[config.mk]
export PLATFORM = sky130hd
export DESIGN_NAME = npu_out_drain
export DESIGN_NICKNAME = d
export VERILOG_FILES = /design/src/rtl/npu_drain_pkg.sv /design/src/rtl/npu_drain_fifo.sv /design/src/rtl/npu_out_drain.sv
export SDC_FILE = /design/constraint.sdc
export NUM_CORES = 1
export LEC_CHECK = 0
export ABC_AREA = 1
export BUFFER_PORTS_ARGS = -buffer_cell sky130_fd_sc_hd__buf_2
export CAP_MARGIN = 20
export CELL_PAD_IN_SITES_DETAIL_PLACEMENT = 0
export CELL_PAD_IN_SITES_GLOBAL_PLACEMENT = 1
export CORE_MARGIN = 2
export CORE_UTILIZATION = 50
export DETAILED_ROUTE_END_ITERATION = 8
export PLACE_DENSITY = 0.9
export SYNTH_ARGS = -nofsm -noshare
export SYNTH_HDL_FRONTEND = slang
export SYNTH_SLANG_ARGS = --single-unit
[constraint.sdc]
create_clock -name clk -period 2.92 [get_ports clk]
set_input_delay 0.292 -clock clk [delete_from_list [all_inputs] [get_ports clk]]
set_output_delay 0.292 -clock clk [all_outputs]
set_load 0.005 [all_outputs]
[src/rtl/npu_drain_pkg.sv]
// npu_drain_pkg: shared types and constants for the NPU output drain.
package npu_drain_pkg;

    typedef enum logic [1:0] {
        IDLE  = 2'd0,
        DEQ   = 2'd1,
        FLUSH = 2'd2,
        HOLD  = 2'd3
    } drain_state_t;

    // Settle cycles after a burst so the upstream count and request catch up.
    localparam int unsigned HOLD_CYCLES   = 2;
    localparam int unsigned DEFAULT_BURST = 8;
    localparam int unsigned DEFAULT_DEPTH = 16;

endpackage

[src/rtl/npu_drain_fifo.sv]
// npu_drain_fifo: synchronous first-word-fall-through result buffer.
// Writes on full and pops on empty are ignored; level and flags are registered.
module npu_drain_fifo
    import npu_drain_pkg::*;
#(
    parameter int unsigned DATA_W = 32,
    parameter int unsigned DEPTH  = DEFAULT_DEPTH
) (
    input  logic                     clk,
    input  logic                     hreset,
    input  logic                     flush,
    input  logic                     wr_en,
    input  logic [DATA_W-1:0]        wr_data,
    input  logic                     rd_pop,
    output logic [DATA_W-1:0]        rd_data,
    output logic [$clog2(DEPTH):0]   level,
    output logic                     empty,
    output logic                     full
);

    localparam int unsigned AW = $clog2(DEPTH);

    logic [DATA_W-1:0] mem_q [DEPTH];
    logic [AW-1:0]     wr_ptr_q;
    logic [AW-1:0]     rd_ptr_q;
    logic [AW:0]       level_q;
    logic [AW:0]       level_d;
    logic              empty_q;
    logic              full_q;
    logic              wr_ok;
    logic              pop_ok;

    // Qualify requests against current flags and derive the next occupancy.
    always_comb begin
        wr_ok   = wr_en && !full_q;
        pop_ok  = rd_pop && !empty_q;
        level_d = level_q;
        case ({wr_ok, pop_ok})
            2'b10:   level_d = level_q + 1'b1;
            2'b01:   level_d = level_q - 1'b1;
            default: level_d = level_q;
        endcase
    end

    // Pointer, level and flag registers; reset and flush empty the buffer.
    always_ff @(posedge clk) begin
        if (!hreset || flush) begin
            wr_ptr_q <= '0;
            rd_ptr_q <= '0;
            level_q  <= '0;
            empty_q  <= 1'b1;
            full_q   <= 1'b0;
        end else begin
            if (wr_ok) begin
                wr_ptr_q <= wr_ptr_q + 1'b1;
            end
            if (pop_ok) begin
                rd_ptr_q <= rd_ptr_q + 1'b1;
            end
            level_q <= level_d;
            empty_q <= (level_d == '0);
            full_q  <= (level_d == (AW+1)'(DEPTH));
        end
    end

    // Storage array; contents need no reset since the pointers gate visibility.
    always_ff @(posedge clk) begin
        if (wr_ok) begin
            mem_q[wr_ptr_q] <= wr_data;
        end
    end

    // Head is forced to zero while empty so stale entries never leak out.
    assign rd_data = empty_q ? '0 : mem_q[rd_ptr_q];
    assign level   = level_q;
    assign empty   = empty_q;
    assign full    = full_q;

endmodule

[src/rtl/npu_out_drain.sv]
// npu_out_drain: turns burst requests into bounded NPU output FIFO dequeues
// and lands the returned words in a local FWFT buffer for the AHB read side.
// Optional macro NPU_OUT_DRAIN_ERR_EN enables the sticky err_int checks.
module npu_out_drain
    import npu_drain_pkg::*;
#(
    parameter int unsigned DATA_W = 32,
    parameter int unsigned DEPTH  = DEFAULT_DEPTH,
    parameter int unsigned BURST  = DEFAULT_BURST
) (
    input  logic                     clk,
    input  logic                     hreset,
    input  logic                     stop,
    input  logic                     wrt_req_en,
    input  logic [9:0]               output_count,
    input  logic [31:0]              residue_out_cnt,
    output logic                     npu_deq,
    input  logic [DATA_W-1:0]        npu_dout,
    input  logic                     rd_pop,
    output logic [DATA_W-1:0]        rd_data,
    output logic                     out_empty,
    output logic                     out_full,
    output logic [$clog2(DEPTH):0]   out_level,
    output logic                     burst_done,
    output logic                     err_int
);

    localparam int unsigned CW = $clog2(BURST) + 1;
    localparam int unsigned HW = $clog2(HOLD_CYCLES) + 1;

    drain_state_t  state_q;
    drain_state_t  state_d;
    logic [CW-1:0] rem_q;
    logic [CW-1:0] rem_d;
    logic [HW-1:0] hold_q;
    logic [HW-1:0] hold_d;
    logic          cap_q;
    logic          burst_done_q;
    logic [31:0]   len_w;
    logic          start;

    // Burst sizing, admission check and state transitions.
    always_comb begin
        state_d = state_q;
        rem_d   = rem_q;
        hold_d  = hold_q;

        // A zero residue means the run length is unknown, so it does not limit.
        len_w = 32'(BURST);
        if (32'(output_count) < len_w) begin
            len_w = 32'(output_count);
        end
        if ((residue_out_cnt != '0) && (residue_out_cnt < len_w)) begin
            len_w = residue_out_cnt;
        end

        start = wrt_req_en && (output_count != '0) &&
                ((32'(DEPTH) - 32'(out_level)) >= 32'(BURST));

        unique case (state_q)
            IDLE: begin
                if (start) begin
                    state_d = DEQ;
                    rem_d   = CW'(len_w);
                end
            end
            DEQ: begin
                rem_d = rem_q - 1'b1;
                if (rem_q == CW'(1)) begin
                    state_d = FLUSH;
                end
            end
            FLUSH: begin
                state_d = HOLD;
                hold_d  = '0;
            end
            HOLD: begin
                if (hold_q == HW'(HOLD_CYCLES - 1)) begin
                    state_d = IDLE;
                end else begin
                    hold_d = hold_q + 1'b1;
                end
            end
            default: state_d = IDLE;
        endcase
    end

    // FSM, burst counter, capture strobe and done pulse; stop acts as reset.
    always_ff @(posedge clk) begin
        if (!hreset || stop) begin
            state_q      <= IDLE;
            rem_q        <= '0;
            hold_q       <= '0;
            cap_q        <= 1'b0;
            burst_done_q <= 1'b0;
        end else begin
            state_q      <= state_d;
            rem_q        <= rem_d;
            hold_q       <= hold_d;
            cap_q        <= npu_deq;
            burst_done_q <= (state_q == FLUSH);
        end
    end

    assign npu_deq    = (state_q == DEQ);
    assign burst_done = burst_done_q;

    npu_drain_fifo #(
        .DATA_W (DATA_W),
        .DEPTH  (DEPTH)
    ) u_fifo (
        .clk     (clk),
        .hreset  (hreset),
        .flush   (stop),
        .wr_en   (cap_q),
        .wr_data (npu_dout),
        .rd_pop  (rd_pop),
        .rd_data (rd_data),
        .level   (out_level),
        .empty   (out_empty),
        .full    (out_full)
    );

`ifdef NPU_OUT_DRAIN_ERR_EN
    logic err_q;

    // Sticky error on pop-while-empty or capture-while-full.
    always_ff @(posedge clk) begin
        if (!hreset || stop) begin
            err_q <= 1'b0;
        end else if ((rd_pop && out_empty) || (cap_q && out_full)) begin
            err_q <= 1'b1;
        end
    end

    assign err_int = err_q;
`else
    assign err_int = 1'b0;
`endif

endmodule

==> impl_metrics.tcl <==
set metrics [dict create \
    cts_sinks 541 \
    first_pass_iters 6 \
    hold_class "in2reg" \
    ys_top_cells_by_area "edfxtp_1 (71%), o21ai_0 (6.2%), nor2_1 (5.3%), o221ai_1 (3.8%), dfxtp_1 (2.7%)" \
    grt_overflow 0 \
    muxShareOfSynthArea_pct 0 \
    route.detailed.drc 0 \
    holdCritStartpoint "npu_dout[25]" \
    r2r-end "u_fifo.full" \
    critical-path-max-stage-delay_ns 0.44 \
    ir_drop_mv 0.477 \
    synth_seq_area_share_pct 73.7 \
    synthSimpleGateAreaFrac_pct 7.84 \
    pwr-share-comb_pct 3.7 \
    finalPower_mw 15.2 \
    yosys.cell_count.top_type "edfxtp_1" \
    hold_depth 1 \
    grt_util_all_layers_pct 23.2 \
    synthAdderAreaFrac_pct 1.54 \
    seqPwrFrac_pct 55.9 \
    grt_max_degree 133 \
    cp_top_family "buffers and inverters" \
    io_pins 121 \
    antenna_found_initial 4 \
    hpwlAfterDp_mm 27.1 \
    regArea_um2 16000 \
    r2r_cells 11 \
    yosysTopAreaCell "edfxtp_1" \
    crit_path_cell_trace "inv_8 -> buf_16 -> buf_4 -> o21ai_0 -> o221ai_1 -> nand3_1 -> a21oi_1 -> buf_2" \
    rsz0062_at_grt "false" \
    cp_max_fo 40 \
    dr.first_iter.drc_count 1763 \
    vias_per_cell 5.97 \
    syn_inst 1638 \
    cp-end-kind "output port" \
    numCtsBuffers 51 \
    internal-power_mw 12.1 \
    p_switching_mw 3.10 \
    arrival_ns 2.50 \
    path_clk_slew_ns 0.06 \
    worstSkewPairLatency_ns 0.60 \
    period_share_pct 95.5 \
    fp.dieArea_um2 45000 \
    period_needed_ns 2.79 \
    path_buf_inv 4 \
    relSlewSlack_pct 51.8 \
    drt-total-wl_mm 53.2 \
    yosys_most_used_dff "edfxtp_1" \
    clkPwrFrac_pct 40.4 \
    setup-violations-final 0 \
    syn_to_final_growth_pct 14.8 \
    postCtsHoldBufs 0 \
    start_kind "flip-flop" \
    criticalPathCategory "reg2out" \
    hold-path-endpoint "u_fifo.mem_q[2][25]" \
    layout.nets 1856 \
    async_flop_share_pct 0 \
    r2r_slack_ns 0.37 \
    wire_per_inst_um 22.3 \
    outcome "completed" \
    cts-htree-levels 2 \
    clockBufferDepth 3 \
    synth_compound_area_share_pct 13.8 \
    multiInputGateArea_um2 5210 \
    synth-edff-count 512 \
    grt_pass1_vias 13800 \
    max_freq_mhz 359 \
    vias 14200 \
    crit_required_ns 2.63 \
    final_layout_size_suffix_gt1_share_pct 15.1 \
    port_buffers 119 \
    fin_tns_setup_ns 0 \
    die_h_um 212 \
    power_density_nw_per_um2 612 \
    rr_startpoint "cap_q" \
    synth_xor_area_share_pct 0.121 \
    gp_congestion 0.772 \
    slew_viol_final 0 \
    cts_tree "yes" \
    sw_frac_of_total_pct 20.4 \
    synth_top_family_by_area "compound AO/OA/AOI/OAI gates" \
    ant_nets 0 \
    netlist.area_leader.share_pct 71.1 \
    tightest_slew_ns 0.723 \
    synth.distinct_cells 37 \
    yosysWarnings 0 \
    critPathSlowestCell "dfxtp_4" \
    nFillCells 3306 \
    p_leak_nw 8.15 \
    core_area_um2 42900 \
    finClkSkew_ns 0.0239 \
    cts-root-buf "clkbuf_16" \
    synth_area_per_cell_um2 13.2 \
    final_hold_viol_count 0 \
    drv_cap 0 \
    grt_pass1_wl_mm 78.2 \
    die_w_um 212 \
    ys_ff_latch 541 \
    synth_common_cells "edfxtp_1 (512), nor2_1 (305), o21ai_0 (269)" \
    row_count 76 \
    netlist_area_um2 21600 \
    initial_core_util_pct 50.5 \
]
[area by class of cell]
type,instances,share of cell area [%]
Clock buffer,65,5.43
Timing Repair Buffer,166,4.83
Inverter,42,0.730
Tap cell,585,2.95
Clock inverter,30,0.781
Antenna cell,4,0.0403
Sequential cell,541,64.3
Multi-Input combinational cell,949,21.0
[registers in the layout, summed over array words and instances (netlist names), named ones only]
signal,cells
burst_done,1
cap_q,1
hold_q,2
rem_q,4
state_q,2
u_fifo.empty,1
u_fifo.full,1
u_fifo.level,5
u_fifo.mem_q,512
u_fifo.rd_ptr_q,4
u_fifo.wr_ptr_q,4
[per-stage QoR]
step / utilization, % / setup WS [ns] / instance area [um2] / hold slack, ns / instances
final: 57.9 / 0.133 / 24800 / 0.0670 / 2382
after CTS: 57.7 / 0.0212 / 24700 / 0.0359 / 2376
after global routing: 57.9 / 0.0273 / 24800 / 0.0545 / 2379
after global placement: 54.0 / 0.510 / 23200 / 0.429 / 2280
after floorplan: - / 0.378 / 21700 / 0.391 / 1643
after detailed placement: 54.0 / 0.456 / 23200 / 0.430 / 2280
[worst register-to-register path: stages, from the launching register on]
cell and delay, ns:
dfxtp_1 0.32, inv_1 0.04, nor2_1 0.32, inv_1 0.15
ha_1 0.27, ha_1 0.35, a21o_1 0.20, a31oi_1 0.19
nor2_1 0.07, o22ai_1 0.20, nand4_1 0.15, nor3_1 0.22
[cell usage in the layout, fill, tap and decap left out, drive strengths merged]
cell type | netlist | routed
inv | 42 | 43
nor3 | 10 | 10
or2 | 1 | 1
diode | 0 | 4
nand4 | 2 | 2
a21oi | 54 | 54
o41ai | 1 | 1
buf | 35 | 164
clkbuf | 76 | 67
a21o | 1 | 1
clkinvlp | 0 | 1
nor2 | 306 | 306
xnor2 | 2 | 2
nor4 | 5 | 5
clkinv | 0 | 26
a31oi | 1 | 1
o21ai | 270 | 270
nand3 | 45 | 45
nand3b | 2 | 2
nand2 | 49 | 49
a211oi | 3 | 3
o221ai | 95 | 95
conb | 2 | 7
bufinv | 0 | 2
dfxtp | 29 | 29
fa | 1 | 1
o22ai | 35 | 35
edfxtp | 512 | 512
ha | 25 | 25
o211ai | 33 | 33
xor2 | 1 | 1
[kinds of logic after synthesis]
logic type	after synthesis
compound gates	493
xor+xnor	3
fa+ha+maj	26
buf+inv	153
flops	541
other cells	2
simple gates	420
[layer usage]
layer  track usage (%)  vias to the layer above  routed length, um  share of wire [%]
met4              7.36                        4               1230                2.3
met1              30.8                     6984              20900                 39
li1                  -                     6423                  -                  -
met2              38.4                      707              26000                 49
met3              5.17                      108               5060                9.5
met5                 0                        -                 24              0.045
[repair_timing]
action / 4_1_cts / 5_1_grt
endpoints found under the setup margin: 16 / 7
buffers inserted: 1 / 0
gates resized for setup: 4 / 12
pin swaps: 0 / 0
cloned: 0 / 2
[power groups by stage]
| stage | Combinational (mW) | Clock, mW | Sequential (mW) |
|---|---|---|---|
| global route | 0.629 | 6.52 | 8.51 |
| CTS | 0.549 | 6.22 | 8.51 |
| floorplan | 0.276 | 0 | 8.68 |
| detailed placement | 0.543 | 0 | 8.68 |
| finish | 0.562 | 6.14 | 8.51 |
| global placement | 0.524 | 0 | 8.68 |
[worst max-delay path by stage]
stage	startpoint	cells after the start	endpoint	slack, ns
4_1_cts	flip-flop	6	rd_data[2]	0.02
5_1_grt	flip-flop	8	rd_data[18]	0.03
6_report	flip-flop	8	rd_data[15]	0.13
3_3_place_gp	cap_q	13	u_fifo.empty	0.51
2_1_floorplan	u_fifo.full	3	u_fifo.mem_q[11][0]	0.38
3_5_place_dp	cap_q	13	u_fifo.empty	0.46
Power figures use the tool's default switching activity.
